==> src/rtl/mem_arbiter2.sv <==
// mem_arbiter2: round-robin two-port arbiter for the image memory,
// with burst lock and per-port read-valid return.
module mem_arbiter2 #(
  parameter int ADDR_W    = 16,
  parameter int DATA_W    = 32,
  parameter int MAX_BURST = 4,
  parameter int READ_LAT  = 1
) (
  input  logic              clk,
  input  logic              reset,
  input  logic              m0_req,
  input  logic              m0_we,
  input  logic [ADDR_W-1:0] m0_addr,
  input  logic [DATA_W-1:0] m0_dataW,
  output logic              m0_gnt,
  output logic              m0_rvalid,
  input  logic              m1_req,
  input  logic              m1_we,
  input  logic [ADDR_W-1:0] m1_addr,
  input  logic [DATA_W-1:0] m1_dataW,
  output logic              m1_gnt,
  output logic              m1_rvalid,
  output logic [DATA_W-1:0] rdata,
  output logic [ADDR_W-1:0] addr,
  output logic [DATA_W-1:0] dataW,
  output logic              en,
  output logic              we,
  input  logic [DATA_W-1:0] dataR
);

  localparam int CW = $clog2(MAX_BURST + 1);
  localparam logic [CW-1:0] CMAX = CW'(MAX_BURST);

  typedef enum logic [1:0] {
    O_NONE,
    O_P0,
    O_P1
  } own_e;

  own_e owner, owner_n;
  logic last, last_n;
  logic [CW-1:0] cnt, cnt_n;
  logic [READ_LAT-1:0] tv, tp;
  logic g0, g1, room;

  always_ff @(posedge clk) begin
    if (reset) begin
      owner <= O_NONE;
      last  <= 1'b1;
      cnt   <= '0;
      tv    <= '0;
      tp    <= '0;
    end else begin
      owner <= owner_n;
      last  <= last_n;
      cnt   <= cnt_n;
      tv[0] <= en & ~we;
      tp[0] <= g1;
      for (int i = 1; i < READ_LAT; i++) begin
        tv[i] <= tv[i-1];
        tp[i] <= tp[i-1];
      end
    end
  end

  // owner keeps the grant until it saturates while the other waits
  always_comb begin
    g0   = 1'b0;
    g1   = 1'b0;
    room = (cnt < CMAX);
    unique case (owner)
      O_P0: begin
        if (m0_req && (room || !m1_req)) g0 = 1'b1;
        else if (m1_req)                 g1 = 1'b1;
      end
      O_P1: begin
        if (m1_req && (room || !m0_req)) g1 = 1'b1;
        else if (m0_req)                 g0 = 1'b1;
      end
      default: begin
        if (m0_req && m1_req) begin
          g0 = last;
          g1 = ~last;
        end else begin
          g0 = m0_req;
          g1 = m1_req;
        end
      end
    endcase
    if (reset) begin
      g0 = 1'b0;
      g1 = 1'b0;
    end
  end

  always_comb begin
    owner_n = O_NONE;
    last_n  = last;
    cnt_n   = '0;
    if (g0) begin
      owner_n = O_P0;
      last_n  = 1'b0;
      if (owner != O_P0) cnt_n = CW'(1);
      else               cnt_n = room ? cnt + CW'(1) : cnt;
    end else if (g1) begin
      owner_n = O_P1;
      last_n  = 1'b1;
      if (owner != O_P1) cnt_n = CW'(1);
      else               cnt_n = room ? cnt + CW'(1) : cnt;
    end
  end

  always_comb begin
    addr  = '0;
    dataW = '0;
    we    = 1'b0;
    unique case (1'b1)
      g0: begin
        addr  = m0_addr;
        dataW = m0_dataW;
        we    = m0_we;
      end
      g1: begin
        addr  = m1_addr;
        dataW = m1_dataW;
        we    = m1_we;
      end
      default: ;
    endcase
  end

  assign m0_gnt    = g0;
  assign m1_gnt    = g1;
  assign en        = g0 | g1;
  assign rdata     = dataR;
  assign m0_rvalid = tv[READ_LAT-1] & ~tp[READ_LAT-1] & ~reset;
  assign m1_rvalid = tv[READ_LAT-1] &  tp[READ_LAT-1] & ~reset;

endmodule

==> config.mk <==
export PLATFORM = sky130hd
export DESIGN_NAME = mem_arbiter2
export DESIGN_NICKNAME = d
export VERILOG_FILES = /design/src/rtl/mem_arbiter2.sv
export SDC_FILE = /design/constraint.sdc
export NUM_CORES = 1
export LEC_CHECK = 0
export ABC_AREA = 1
export CAP_MARGIN = 10
export CORE_AREA = 3 3 84 86
export CTS_BUF_LIST = sky130_fd_sc_hd__clkbuf_2 sky130_fd_sc_hd__clkbuf_4 sky130_fd_sc_hd__clkbuf_8
export DETAILED_ROUTE_END_ITERATION = 7
export DIE_AREA = 0 0 87 89
export DONT_BUFFER_PORTS = 1
export REMOVE_ABC_BUFFERS = 1
export SETUP_SLACK_MARGIN = 0.4
export SYNTH_ARGS = -nofsm -noshare
export SYNTH_HDL_FRONTEND = slang
export SYNTH_SLANG_ARGS = --single-unit
==> constraint.sdc <==
create_clock -name clk -period 2.5 [get_ports clk]
set_input_delay 0.5 -clock clk [delete_from_list [all_inputs] [get_ports clk]]
set_output_delay 0.5 -clock clk [all_outputs]
set_load 0.02 [all_outputs]
Word level (Yosys, flattened, before mapping). Cells that the tools add are included.

Add/sub/neg operators: 1. $lt $le $gt $ge: 1. Equality and inequality tests: 4. Muxes and demuxes: 24. Bitwise gates (word level): 10. Reductions and logical operators: 9.

Operator list (count): 32-bit case mux with 2 select lines (1); 16-bit case mux with 2 select lines (1); 3-bit two-way mux (5); 1-bit two-way mux (13); 1-bit case mux with 2 select lines (3); 1-bit AND (5); 1-bit inverter (4); 3-bit by 1-bit adder with 3-bit output (second input constant) (1); 1-bit logical AND (3); 3-bit < comparator (second input constant) (1); 2-bit by 1-bit equality test with 1-bit output (second input constant) (1); 2-bit equality test (second input constant) (1); 1-bit zero test (2); 1-bit logical OR (2); 2-bit two-way mux (1); 2-bit by 1-bit inequality test with 1-bit output (second input constant) (1); 2-bit inequality test (second input constant) (1); 2-bit nonzero test (1); 2-bit OR reduction (1); 1-bit bitwise OR (1).

Register bits: 8. Input port bits: 134. Logic and storage cells: 55.

Logic depth before layout (Yosys ltp).
Depth in word-level cells: 9. Mapped depth: 11.

Worst setup path after synthesis. No wires, ideal clock.

Path kind: flip-flop to output port. From: register owner[0]. To: output dataW[22]. Arrival time: 1433 ps. Data required time: 2000 ps. Slack: 567 ps. Cell stages (with the launch flop): 9. Path buffers: 1. Cells stage by stage: dfxtp_1 -> inv_1 -> ha_1 -> a21oi_2 -> nand2_2 -> inv_2 -> buf_4 -> nand2_1 -> nand2_1.

Word-level cells in the longest chain between the ends: 4. Elaborated cells on any way between the ends: 7.

Ends and longest elaborated chain: from (decl) (RTL line 40) `own_e owner, owner_n;`; from (signal assigned) (RTL line 54) `owner <= owner_n;`; 2-bit equality test / 2-bit by 1-bit equality test with 1-bit output (equally long branches) (RTL line 71) `unique case (owner)`; 1-bit case mux with 2 select lines * (RTL line 71); 1-bit two-way mux * (RTL line 90) `if (reset) begin`; named net m1_gnt (RTL line 21) `output logic m1_gnt,`; 32-bit case mux with 2 select lines * (RTL line 117) `unique case (1'b1)`; to (decl) (RTL line 25) `output logic [DATA_W-1:0] dataW,`.

Mark *: on every way through the listed nets, which the timed path passes. The rest lies on a longest branch.

Worst setup path in the final report.
From: register owner[0]. To: output dataW[22].

Word-level cells in the longest chain between the ends: 4. Elaborated cells on any way between the ends: 7.

Ends and longest elaborated chain (RTL line): 2-bit equality test / 2-bit by 1-bit equality test with 1-bit output (equally long branches) (71); 1-bit case mux with 2 select lines (71); 1-bit two-way mux (90); 32-bit case mux with 2 select lines * (117).

Every way passes the cells marked *; elsewhere a longest branch is shown, timed or not.

==> flow_metrics.env <==
export IMPL_ys_dominant_reg_cell="sky130_fd_sc_hd__dfxtp_1"
export IMPL_ff2ff_path_depth=11
export IMPL_first_global_vias=1604
export IMPL_dp_cells=299
export IMPL_p_leak_nw=1.26
export IMPL_worstSkewPairLatency_ns=0.23
export IMPL_design_core_area_um2=6350
export IMPL_critPathKind="reg2out"
export IMPL_first_pass_grt_wire_length_um=9390
export IMPL_wire_per_inst_um=22.2
export IMPL_cts_tree="yes"
export IMPL_rows=29
export IMPL_post_synth_cell_area_avg_um2=6.19
export IMPL_headroom_to_the_max_slew_limit=0.736
export IMPL_cts_reportedPaths_clkPinSlew_ns=0.04
export IMPL_drive_above_1_share=0.744
export IMPL_synth_seq_cells=8
export IMPL_post_synth_main_area_contributors="sky130_fd_sc_hd__nand2_2 31%, sky130_fd_sc_hd__nand2_1 21%, sky130_fd_sc_hd__buf_4 17%"
export IMPL_wirelength_um=7360
export IMPL_crit_top_cell="sky130_fd_sc_hd__nand2_4"
export IMPL_max_freq_mhz=463
export IMPL_initial_utilization=0.257
export IMPL_design_portCount=220
export IMPL_worstHoldPathType="in2reg"
export IMPL_synth_yosys_seq_area_share=0.0983
export IMPL_worst_ep_arrival_time_ns=1.66
export IMPL_status="finished, final reports clean"
export IMPL_fin_tns_setup_ns=0
export IMPL_detailroute_via_count=1647
export IMPL_cell_with_the_largest_stage_delay_on_the_worst_path="sky130_fd_sc_hd__dfxtp_2"
export IMPL_port_buffers=0
export IMPL_post_drt_via_cell_ratio=4.98
export IMPL_crit_cells=9
export IMPL_h_tree_depth=1
export IMPL_maximum_number_of_pins_on_one_net_before_global_route_repair=14
export IMPL_cp_data_required_time_ns=2.00
export IMPL_min_from="reset"
export IMPL_detail_route_antenna_nets=0
export IMPL_post_route_worst_setup_slack_ns=0.342
export IMPL_yosysWarningCount=0
export IMPL_setup_viol=0
export IMPL_die_h_um=89
export IMPL_clock_sink_count=8
export IMPL_standard_cell_area_after_detailed_placement_um2=1360
export IMPL_synth_edf_count=0
export IMPL_synth_async_reset_ratio=0
export IMPL_post_route_cell_area_um2=2480
export IMPL_synth_largest_area_cell="sky130_fd_sc_hd__nand2_2"
export IMPL_path_delay_family="buffers and inverters"
export IMPL_critical_path_endpoint_type="output port"
export IMPL_post_synth_top_count_cell="sky130_fd_sc_hd__nand2_1"
export IMPL_post_synth_most_frequent_cells="89 x sky130_fd_sc_hd__nand2_1, 80 x sky130_fd_sc_hd__nand2_2, 37 x sky130_fd_sc_hd__buf_4, 12 x sky130_fd_sc_hd__inv_1, 10 x sky130_fd_sc_hd__nor2_1"
export IMPL_whs_path_depth=4
export IMPL_cts_path_max_buffers=2
export IMPL_inserted_clock_buffers=3
export IMPL_max_stage_delay_ns=0.33
export IMPL_critical_path_n_buffers_inverters=4
export IMPL_post_synth_top_area_fraction=0.307
export IMPL_final_fill_count=610
export IMPL_die_footprint_um2=7740
export IMPL_rsz0062_at_grt="yes"
export IMPL_min_period_ns=2.16
export IMPL_tightestPinTransition_ns=0.395
export IMPL_rr_startpoint="owner[0]"
export IMPL_grt_total_usage=0.169
export IMPL_timing_final_hold_violations=0
export IMPL_dr_first_iter_drc_count=43
export IMPL_syn_area_um2=1630
export IMPL_final_nets=393
export IMPL_antenna_cells_inserted=0
export IMPL_cts_hold_buffers=0
export IMPL_clock_skew_final_ns=0.00464
export IMPL_drv_max_cap_violation_count=0
export IMPL_number_of_max_slew_violations_in_the_final_report=0
export IMPL_post_route_period_util=0.863
export IMPL_grt_antenna_before_repair=0
export IMPL_instances_no_fill=331
export IMPL_setup_worst_path_start="owner[0]"
export IMPL_detail_route_first_pass_iterations=4
export IMPL_cts_root_buffer_cell="sky130_fd_sc_hd__clkbuf_8"
export IMPL_ir_drop_mv=0.601
export IMPL_syn_to_final_growth_pct=52.3
export IMPL_crit_path_start_kind="flip-flop"
export IMPL_synth_cell_types=19
export IMPL_total_power_per_unit_cell_area_nw_per_um2=1530
export IMPL_critPathMaxFanout=8
export IMPL_place_detailed_hpwl_um=4080
export IMPL_globalRouteOverflowTotal=0
export IMPL_place_congestion=0.736
export IMPL_synth_cells=263
export IMPL_die_w_um=87
export IMPL_dp_slack_ns=0.317
export IMPL_detail_route_drc_violations=0
export IMPL_cp_cell_sequence="inv_2 > ha_4 > a21oi_4 > nand2_4 > inv_6 > buf_8 > buf_12 > nand2_4 > nand2_4"
## layout make-up
| cell class | count | area, um2 | share of cell area |
|---|---|---|---|
| Multi-Input combinational cell | 197 | 1620 | 0.655 |
| Timing Repair inverter | 6 | 98.8 | 0.0398 |
| Clock buffer | 3 | 41.3 | 0.0166 |
| Inverter | 15 | 90.1 | 0.0363 |
| Timing Repair Buffer | 25 | 367 | 0.148 |
| Sequential cell | 8 | 164 | 0.0661 |
| Tap cell | 77 | 96.3 | 0.0388 |
## layout by cell type, fill, tap and decap left out, drive strengths merged
master	netlist	layout
xor2	1	1
nand3	11	11
nand2	169	169
ha	3	3
nor2	10	10
buf	43	23
clkinv	1	1
nand4	1	1
inv	14	20
mux2i	1	1
a21oi	1	1
dfxtp	8	8
clkbuf	0	5
## timing repair
item                       4_1_cts  5_1_grt
gates resized for setup        128       55
setup endpoints to repair       49       49
buffers inserted                14        3
pin swaps                       51       26
cloned                          10        2
## worst reg2reg max path, cell delays in order, from the launching register on
cell	delay [ns]
sky130_fd_sc_hd__dfxtp_2	0.33
sky130_fd_sc_hd__inv_2	0.05
sky130_fd_sc_hd__ha_4	0.26
sky130_fd_sc_hd__inv_4	0.08
sky130_fd_sc_hd__nand3_4	0.08
sky130_fd_sc_hd__nand2_4	0.10
sky130_fd_sc_hd__inv_6	0.05
sky130_fd_sc_hd__buf_8	0.13
sky130_fd_sc_hd__buf_8	0.14
sky130_fd_sc_hd__buf_4	0.15
sky130_fd_sc_hd__nand3_1	0.08
sky130_fd_sc_hd__nand2_1	0.05
## kinds of logic after synthesis
group           count (synthesis)  share of synthesized area
simple gates                  191                      0.584
mux                             1                    0.00614
fa+ha+maj                       3                     0.0230
compound gates                  1                    0.00538
xor+xnor                        1                    0.00538
buf+inv                        58                      0.278
flops                           8                     0.0983
## path summary, 6_finish.rpt
| kind | end | slack [ns] |
|---|---|---|
| worst min register to register | last | 0.54 |
| worst max-delay path | dataW[22] | 0.34 |
| worst max register to register | cnt[1] | 0.89 |
| worst min-delay path | last | 0.45 |
## per-layer routing
metal | up-vias | routed length, um | track usage
li1 | 739 | - | -
met1 | 762 | 2730 | 0.203
met2 | 144 | 3720 | 0.277
met3 | 2 | 883 | 0.0866
met4 | 0 | 22 | 0.0255
met5 | - | 0 | 0
## per-stage QoR
| step | power, W | hold slack [ns] | util |
|---|---|---|---|
| after floorplan | 0.00169 | 0.492 | - |
| after global placement | 0.00192 | 0.530 | 0.215 |
| after detailed placement | 0.00196 | 0.527 | 0.215 |
| after CTS | 0.00340 | 0.451 | 0.342 |
| after global routing | 0.00403 | 0.463 | 0.391 |
| final | 0.00379 | 0.454 | 0.391 |
## flip-flops by register name, indices dropped and copies added (netlist names)
name	cells
owner	2
cnt	3
tv	1
tp	1
last	1
## power breakdown
group / switching [W] / internal [W] / total [W]
registers: 0.0000362 / 0.000182 / 0.000219
clock network: 0.0000537 / 0.000105 / 0.000158
logic: 0.00215 / 0.00127 / 0.00341
total: 0.00224 / 0.00155 / 0.00379
(Power assumes the default switching activity.)
